## src/rtl/tail_lamp_decoder.sv

```systemverilog
// rtl/tail_lamp_decoder.sv - passive tail-lamp bus decoder with turn-sweep tracking and error reporting
//
// Optional feature macro: TAIL_LAMP_DEC_COUNT_EN (builds the saturating event counters).
//
// Ports:
//   clk                      system clock, rising edge
//   reset                    asynchronous active-low reset
//   la, lb, lc               left lamp lines (a = innermost)
//   ra, rb, rc               right lamp lines (a = innermost)
//   err_clr                  synchronous clear of err_sticky
//   mode                     decoded mode: 0 OFF, 1 LEFT, 2 RIGHT, 3 FOG, 4 BRAKE_ALARM, 7 ILLEGAL
//   phase                    turn phase 1..3 while LEFT/RIGHT, else 0
//   left_done, right_done    one-cycle pulse after a complete legal sweep
//   err                      one-cycle pulse on a protocol violation
//   err_sticky               latched error flag
//   left_cnt, right_cnt, err_cnt  saturating event counters (0 when counters are not built)
module tail_lamp_decoder #(
    parameter int STEP_CYCLES = 1,
    parameter int CNT_W       = 8
) (
    input  logic             clk,
    input  logic             reset,
    input  logic             la,
    input  logic             lb,
    input  logic             lc,
    input  logic             ra,
    input  logic             rb,
    input  logic             rc,
    input  logic             err_clr,
    output logic [2:0]       mode,
    output logic [1:0]       phase,
    output logic             left_done,
    output logic             right_done,
    output logic             err,
    output logic             err_sticky,
    output logic [CNT_W-1:0] left_cnt,
    output logic [CNT_W-1:0] right_cnt,
    output logic [CNT_W-1:0] err_cnt
);

    localparam logic [7:0] STEP = STEP_CYCLES[7:0];

    typedef enum logic [3:0] {
        C_OFF, C_L1, C_L2, C_L3, C_R1, C_R2, C_R3, C_FOG, C_BA, C_ILL
    } class_e;

    typedef enum logic [2:0] {
        S_IDLE, S_LTURN, S_RTURN, S_FOG, S_BA, S_RESYNC
    } state_e;

    class_e     cls;
    logic [1:0] lidx, ridx, turn_idx;

    state_e     state_q, state_d;
    logic [7:0] cnt_q, cnt_d;
    logic [1:0] tph_d;
    logic       viol, sweep_done;

    logic [2:0] mode_q, mode_d;
    logic [1:0] phase_q, phase_d;
    logic       left_done_q, left_done_d;
    logic       right_done_q, right_done_d;
    logic       err_q, err_d;
    logic       err_sticky_q, err_sticky_d;

    always_comb begin
        case ({la, lb, lc, ra, rb, rc})
            6'b000000: cls = C_OFF;
            6'b100000: cls = C_L1;
            6'b110000: cls = C_L2;
            6'b111000: cls = C_L3;
            6'b000100: cls = C_R1;
            6'b000110: cls = C_R2;
            6'b000111: cls = C_R3;
            6'b100100: cls = C_FOG;
            6'b111111: cls = C_BA;
            default:   cls = C_ILL;
        endcase
        lidx = (cls == C_L1) ? 2'd1 : (cls == C_L2) ? 2'd2 : (cls == C_L3) ? 2'd3 : 2'd0;
        ridx = (cls == C_R1) ? 2'd1 : (cls == C_R2) ? 2'd2 : (cls == C_R3) ? 2'd3 : 2'd0;
    end

    // State register
    always_ff @(posedge clk or negedge reset) begin
        if (!reset) begin
            state_q      <= S_IDLE;
            cnt_q        <= '0;
            mode_q       <= '0;
            phase_q      <= '0;
            left_done_q  <= 1'b0;
            right_done_q <= 1'b0;
            err_q        <= 1'b0;
            err_sticky_q <= 1'b0;
        end else begin
            state_q      <= state_d;
            cnt_q        <= cnt_d;
            mode_q       <= mode_d;
            phase_q      <= phase_d;
            left_done_q  <= left_done_d;
            right_done_q <= right_done_d;
            err_q        <= err_d;
            err_sticky_q <= err_sticky_d;
        end
    end

    // Next-state logic. phase_q doubles as the current turn phase while in a turn state.
    always_comb begin
        state_d    = state_q;
        cnt_d      = cnt_q;
        tph_d      = phase_q;
        viol       = 1'b0;
        sweep_done = 1'b0;
        turn_idx   = (state_q == S_RTURN) ? ridx : lidx;
        case (state_q)
            S_IDLE, S_FOG, S_BA: begin
                cnt_d = '0;
                tph_d = '0;
                case (cls)
                    C_OFF: state_d = S_IDLE;
                    C_FOG: state_d = S_FOG;
                    C_BA:  state_d = S_BA;
                    C_L1, C_R1: begin
                        // A sweep may only start from OFF.
                        if (state_q == S_IDLE) begin
                            state_d = (cls == C_L1) ? S_LTURN : S_RTURN;
                            tph_d   = 2'd1;
                            cnt_d   = 8'd1;
                        end else begin
                            viol = 1'b1;
                        end
                    end
                    default: viol = 1'b1;
                endcase
            end
            S_LTURN, S_RTURN: begin
                if (turn_idx == phase_q) begin
                    // Repeat of the current phase: legal only while shorter than STEP.
                    if (cnt_q < STEP) cnt_d = cnt_q + 8'd1;
                    else              viol  = 1'b1;
                end else if (turn_idx != 2'd0 && turn_idx == phase_q + 2'd1) begin
                    if (cnt_q == STEP) begin
                        tph_d = turn_idx;
                        cnt_d = 8'd1;
                    end else begin
                        viol = 1'b1;
                    end
                end else if (cls == C_OFF && phase_q == 2'd3 && cnt_q == STEP) begin
                    state_d    = S_IDLE;
                    cnt_d      = '0;
                    tph_d      = '0;
                    sweep_done = 1'b1;
                end else begin
                    viol = 1'b1;
                end
            end
            S_RESYNC: begin
                cnt_d = '0;
                tph_d = '0;
                if (cls == C_OFF) state_d = S_IDLE;
            end
            default: begin
                state_d = S_IDLE;
                cnt_d   = '0;
                tph_d   = '0;
            end
        endcase
        if (viol) begin
            state_d = S_RESYNC;
            cnt_d   = '0;
            tph_d   = '0;
        end
    end

    // Output logic (registered, so it is driven from the next state)
    always_comb begin
        case (state_d)
            S_IDLE:  mode_d = 3'd0;
            S_LTURN: mode_d = 3'd1;
            S_RTURN: mode_d = 3'd2;
            S_FOG:   mode_d = 3'd3;
            S_BA:    mode_d = 3'd4;
            default: mode_d = 3'd7;
        endcase
        phase_d      = (state_d == S_LTURN || state_d == S_RTURN) ? tph_d : 2'd0;
        left_done_d  = sweep_done && (state_q == S_LTURN);
        right_done_d = sweep_done && (state_q == S_RTURN);
        err_d        = viol;
        // A new violation beats a simultaneous clear.
        err_sticky_d = viol ? 1'b1 : (err_clr ? 1'b0 : err_sticky_q);
    end

    assign mode       = mode_q;
    assign phase      = phase_q;
    assign left_done  = left_done_q;
    assign right_done = right_done_q;
    assign err        = err_q;
    assign err_sticky = err_sticky_q;

`ifdef TAIL_LAMP_DEC_COUNT_EN
    logic [CNT_W-1:0] left_cnt_q, left_cnt_d;
    logic [CNT_W-1:0] right_cnt_q, right_cnt_d;
    logic [CNT_W-1:0] err_cnt_q, err_cnt_d;

    always_comb begin
        left_cnt_d  = (left_done_d  && left_cnt_q  != '1) ? left_cnt_q  + 1'b1 : left_cnt_q;
        right_cnt_d = (right_done_d && right_cnt_q != '1) ? right_cnt_q + 1'b1 : right_cnt_q;
        err_cnt_d   = (err_d        && err_cnt_q   != '1) ? err_cnt_q   + 1'b1 : err_cnt_q;
    end

    always_ff @(posedge clk or negedge reset) begin
        if (!reset) begin
            left_cnt_q  <= '0;
            right_cnt_q <= '0;
            err_cnt_q   <= '0;
        end else begin
            left_cnt_q  <= left_cnt_d;
            right_cnt_q <= right_cnt_d;
            err_cnt_q   <= err_cnt_d;
        end
    end

    assign left_cnt  = left_cnt_q;
    assign right_cnt = right_cnt_q;
    assign err_cnt   = err_cnt_q;
`else
    assign left_cnt  = '0;
    assign right_cnt = '0;
    assign err_cnt   = '0;
`endif

endmodule

```

## config.mk

```make
export PLATFORM = sky130hd
export DESIGN_NAME = tail_lamp_decoder
export DESIGN_NICKNAME = d
export VERILOG_FILES = /design/src/rtl/tail_lamp_decoder.sv
export SDC_FILE = /design/constraint.sdc
export NUM_CORES = 1
export LEC_CHECK = 0
export ABC_AREA = 1
export ABC_CLOCK_PERIOD_IN_PS = 2050
export BUFFER_PORTS_ARGS = -buffer_cell sky130_fd_sc_hd__buf_2
export CORE_ASPECT_RATIO = 1.4
export CORE_UTILIZATION = 45
export DETAILED_ROUTE_END_ITERATION = 16
export GPL_TIMING_DRIVEN = 0
export PLACE_DENSITY = 0.72
export SYNTH_ARGS = -nofsm -noshare
export SYNTH_HDL_FRONTEND = slang
export SYNTH_SLANG_ARGS = --single-unit
export TNS_END_PERCENT = 20
```

## constraint.sdc

```tcl
create_clock -name clk -period 2.05 [get_ports clk]
set_clock_uncertainty 0.05 [all_clocks]
set_input_delay 0.205 -clock clk [delete_from_list [all_inputs] [get_ports clk]]
set_output_delay 0.205 -clock clk [all_outputs]
set_load 0.005 [all_outputs]
```

After elaboration in Yosys (flattened, before gate mapping)
Cells that the tools add are included.

operators by class
  bitwise logic cells = 0
  reductions and logical operators = 18
  div/mod/pow operators = 0
  add/subtract/negate cells = 2
  multiplexer cells = 50
  multiply operators = 0
  magnitude comparators = 1
  equality and inequality tests = 35
  shift-type cells = 0

operators by type and width
  operator                                                                       number
  8-bit two-way mux                                                              6
  4-bit case mux with 9 select lines                                             1
  6-bit == test (second input constant)                                          5
  2-bit two-way mux                                                              14
  5-bit != test (second input constant)                                          4
  6-bit by 3-bit == test with 1-bit output (second input constant)               3
  3-bit two-way mux                                                              6
  4-bit by 3-bit == test with 1-bit output (second input constant)               4
  1-bit two-way mux                                                              16
  8-bit case mux with 2 select lines                                             1
  3-bit case mux with 5 select lines                                             1
  3-bit by 2-bit == test with 1-bit output (second input constant)               4
  3-bit case mux with 4 select lines                                             1
  3-bit == test (second input constant)                                          3
  3-bit case mux with 3 select lines                                             1
  8-bit by 1-bit adder with 8-bit output (second input constant)                 1
  4-bit by 2-bit == test with 1-bit output (second input constant)               2
  8-bit by 1-bit == test with 1-bit output (second input constant)               1
  8-bit by 1-bit less-than comparator with 1-bit output (second input constant)  1
  4-bit != test (second input constant)                                          2
  3-bit by 1-bit == test with 1-bit output (second input constant)               2
  3-bit zero test                                                                2
  6-bit zero test                                                                1
  3-bit AND reduction                                                            2
  13 further kinds                                                               22

word-level totals
  register bits after elaboration = 20
  logic and storage cells = 114
  bits in read-only memories = 0
  output and inout bits = 33
  memories kept = 0
  memory bits (writable) = 0
  latch bits = 0
  input port bits = 9

Logic depth before layout (Yosys ltp)
  depth in word-level cells = 17
  mapped depth = 15
  gate-level depth less buffers = 15

Least setup slack after synthesis
No wires, ideal clock.

  path type = reg2reg
  start = reg phase_q[1] (netlist: phase[1])
  end = reg mode_q[1] (netlist: mode[1])
  cell stages (with the launch flop) = 14
  setup time = 0.137 ns
  setup slack = 0.346 ns
  required time = 1.863 ns
  clock period less this slack = 1.704 ns
  data arrival time = 1.518 ns
  path buffers = 0
  path through = dfrtp_1 ha_1 inv_1 nand2_1 nand2_1 nand2_1 inv_2 nand3_1 nand2_1 nand2_2 nand2_4 nand2_2 inv_2 o211ai_2

on the way
  longest elaborated chain between the ends = 10
  elaborated cells between the ends (all ways) = 22
  those cells by class = add/sub: 1; eq/ne: 7; mux: 10; reduce/logical: 4

RTL lines
  item                                                                            RTL line  source
  from (decl)                                                                     60        logic [1:0] phase_q, phase_d;
  from (signal assigned)                                                          98        phase_q <= phase_d;
  branches (longest 5 deep; another with 2-bit by 1-bit adder with 2-bit output)  --
  1-bit two-way mux (*)                                                           136       if (turn_idx == phase_q) begin
  1-bit case mux with 2 select lines (*)                                          114       case (state_q)
  named net err_d                                                                 63        logic err_q, err_d;
  3-bit two-way mux (*)                                                           167       if (viol) begin
  3-bit == test, or another cell as far along                                     176       case (state_d)
  3-bit case mux with 5 select lines (*)                                          176
  named net mode_d[1]                                                             59        logic [2:0] mode_q, mode_d;
  to (signal assigned)                                                            97        mode_q <= mode_d;
  to (decl)                                                                       59

Mark *: on every way through the listed nets, which the timed path passes.
A chain may end at the register's enable or synchronous reset.

Worst setup path in the final report
  start = reg state_q[0]
  end = reg mode_q[1] (netlist: mode[1])

on the way
  longest elaborated chain between the ends = 10
  elaborated cells between the ends (all ways) = 32
  those cells by class = eq/ne: 11; mux: 15; reduce/logical: 6

RTL lines
  item                                                 RTL line  source
  from (decl)                                          54        state_e state_q, state_d;
  from (signal assigned)                               95        state_q <= state_d;
  3-bit by 2-bit == test with 1-bit output             113, 114
  2-bit two-way mux                                    113       turn_idx = (state_q == S_RTURN) ? ridx : lidx;
  2-bit == test or 2-bit nonzero test (tied branches)  140       end else if (turn_idx != 2'd0 && turn_idx == phase_q + 2'd1) begin
  1-bit logical AND                                    140
  1-bit two-way mux                                    140
  1-bit two-way mux                                    136
  1-bit case mux with 2 select lines (*)               114
  named net err_d                                      63
  3-bit two-way mux (*)                                167
  3-bit == test, or another cell as far along          176
  3-bit case mux with 5 select lines (*)               176
  named net mode_d[1]                                  59

The timed path passes the listed nets; every way through them passes the cells marked *.

==> run summary <==
status - finished clean
FILL cells - 310
static leakage - 0.995 nW
share of cells above drive strength 1 - 31.5%
net switching power - 523 uW
Final Max Slew Viols - 0
Final TNS setup - 0 ns
clk slew on worst S/H paths - 0.06 ns
TritonCTS buffer count - 3
Final Hold Viols - 0
Die ar. - 3470 um2
CP cell instances - inv_1, nand3_2, clkinv_2, nand2_2, nand2_4, xor2_4, nand3_1, nand2_1, inv_2, nand2_4, nand2_2, inv_2, o211ai_2
WS Path Type - register to register
Achievable Freq - 523 MHz
Residual DRC - 0
Vias/cell - 4.37
Root Buffer - clkbuf_8
chip width - 50.1 um
Cells after Synth - 190
TritonCTS clock tree - done
Die Y - 69.3 um
Min-Delay Path Class - primary input to register
Post-synth EDFFs - 0
Internal Power - 961 uW
sequential area share after synthesis - 34.3%
initial antenna violation count - 0
clock latency on the worst-skew pair - 0.25 ns
final setup violation count - 0
ANT cells - 0
core area - 3090 um2
reg2reg start - state_q[0]
Crit Path Max Fanout - 6
Avg Cell Area, Syn - 7.67 um2
Setup crit end kind - register
Final min period - 1.91 ns
first-pass GRT wire length - 4400 um
slowest stage delay, CP - 0.41 ns
FF-to-FF setup slack - 0.14 ns
setup ws final - 0.139 ns
DP Wirelength - 2110 um
Layout Nets - 255
final WL - 2610 um
1st-pass router iterations - 4
total track usage - 16.2%
Critical Path Source Type - register
Clock Sinks - 20
number of register bits inferred by synthesis - 20
PD cells - 830 nW/um2
clock power share - 25.5%
DRT antenna net count - 0
Area Overhead vs Synth - 22.7%
vias after detailed routing - 1,223
Hold Crit Start - err_clr
peak supply drop - 0.780 mV
Final GP Congestion - 0.910
Worst Hold Path Cells - 2
number of max-cap violations - 0
synth unique cells - 28
Async SR Flop Fraction - 100%
Clock Tree Buf Depth - 2
Gate power share - 39.1%
ys flop type - dfrtp_1
H-tree depth - 1
PortBufs - 17
worst r2r dst - mode[1]
sequential fraction of design power - 35.4%
Initial DRC Count - 31
Req. time, crit path - 2.12 ns
largest net degree at the start of global routing - 21
CP top delay family - simple AND/OR/NAND/NOR gates
Initial Utilization - 47.1%
remaining global-route overflow - 0
wire per inst - 9.30 um
Critical path buffers and inverters - 4
CP arrival - 1.98 ns
DP Worst Slack - 0.133 ns
yosys warns - 0
Period Utilization, post-route - 93.2%
# IOs - 42
Placed Cells - 274
Post-Layout Cell Count - 280
Critical-path top delay cell - dfrtp_1
Reg2Reg Depth - 13
Hold EP - err_sticky
RSZ-0062 raised after global routing - no
Rows - 24
vias in the first global route - 1,083
Net Sw Frac - 35.3%
synthesized area - 1460 um2
[state kept, by name (all words and copies together), names as in the netlist]
name and flops:
mode 3, err_sticky 1, cnt_q 8, right_done 1, err 1, state_q 3, left_done 1, phase 2
[synthesized netlist by cell type (2+ instances only)]
cell / count / area (um2)
o21ai_1: 2 / 10.0
nand3_2: 4 / 40.0
nand3_1: 17 / 85.1
nor3_1: 3 / 15.0
o21ai_0: 7 / 35.0
dfrtp_1: 20 / 500
nor2_1: 17 / 63.8
nand2_1: 32 / 120
inv_2: 6 / 22.5
nand2_4: 4 / 45.0
ha_1: 4 / 50.1
inv_1: 22 / 82.6
nor2_2: 4 / 25.0
a21oi_1: 4 / 20.0
buf_4: 24 / 180
nand2_2: 4 / 25.0
nand4_1: 5 / 31.3
[repair_timing]
item | CTS | global route
gates resized for setup | 0 | 2
hold endpoints to repair | 20 | 0
setup buffers | 0 | 1
hold buffers | 1 | 0
endpoints found under the setup margin | 0 | 1
[cells by family after synthesis]
family                   after synthesis  share of synthesized area (%)
adder cells (fa/ha/maj)                4                           3.43
flip-flops                            20                           34.3
AND/OR/NAND/NOR                       94                           33.3
buffers and inverters                 53                           19.9
XOR/XNOR                               1                           1.89
AO/OA/AOI/OAI                         17                           6.87
other                                  1                          0.257
[power by group through the flow]
stage                     combinational (mW)  clock [mW]  sequential [mW]
after floorplan                        0.423           0            0.531
after global placement                 0.561           0            0.531
after detailed placement               0.569           0            0.533
after CTS                              0.571       0.392            0.526
after global routing                   0.658       0.408            0.535
final                                  0.580       0.379            0.526
[area by class of cell]
type | instances | area [um2] | area share (%)
multi-input cells | 145 | 772 | 43.2
flip-flops and latches | 20 | 503 | 28.1
plain buffers | 24 | 180 | 10.1
inverters | 29 | 110 | 6.16
repair buffers | 19 | 103 | 5.74
well taps | 39 | 48.8 | 2.73
clock buffers | 3 | 41.3 | 2.31
clock inverters | 1 | 30.0 | 1.68
[how the worst max path moves through the flow]
stage              end  depth (start not counted)       start
6_report       mode[1]                         13  state_q[0]
5_1_grt        mode[1]                         14  state_q[1]
2_1_floorplan  mode[1]                         13    phase[1]
3_3_place_gp   mode[1]                         13  state_q[2]
3_5_place_dp   mode[1]                         13  state_q[2]
4_1_cts        mode[1]                         13  state_q[2]
[cell usage in the layout (no fill, tap or decap), drive strengths merged, types with 2 or more instances in the layout]
cell type | netlist | routed
clkbuf | 0 | 3
o21ai | 9 | 9
nor2 | 21 | 21
buf | 24 | 42
o211ai | 2 | 2
ha | 4 | 4
inv | 28 | 28
a21oi | 4 | 4
nand2 | 40 | 40
nor3 | 4 | 4
nand4 | 5 | 5
nand3 | 21 | 21
conb | 1 | 29
dfrtp | 20 | 20
[routing by layer]
metal,share of wire (%),track usage [%],vias to the layer above
li1,-,-,652
met1,41,16.8,541
met2,54,31.3,28
met3,4.1,3.95,2
met4,0.96,3.49,0
met5,0,0,-
[through the flow]
stage	hold slack [ns]	power [mW]	utilization [%]	instance area [um2]
3_5_place_dp	0.119	1.10	54.9	1700
5_1_grt	0.0784	1.60	57.8	1790
6_report	0.0751	1.48	57.8	1790
4_1_cts	0.0648	1.49	57.5	1780
2_1_floorplan	-0.141	0.955	-	1560
3_3_place_gp	0.113	1.09	54.9	1700
Note: power is estimated with default switching activity, not from simulation.
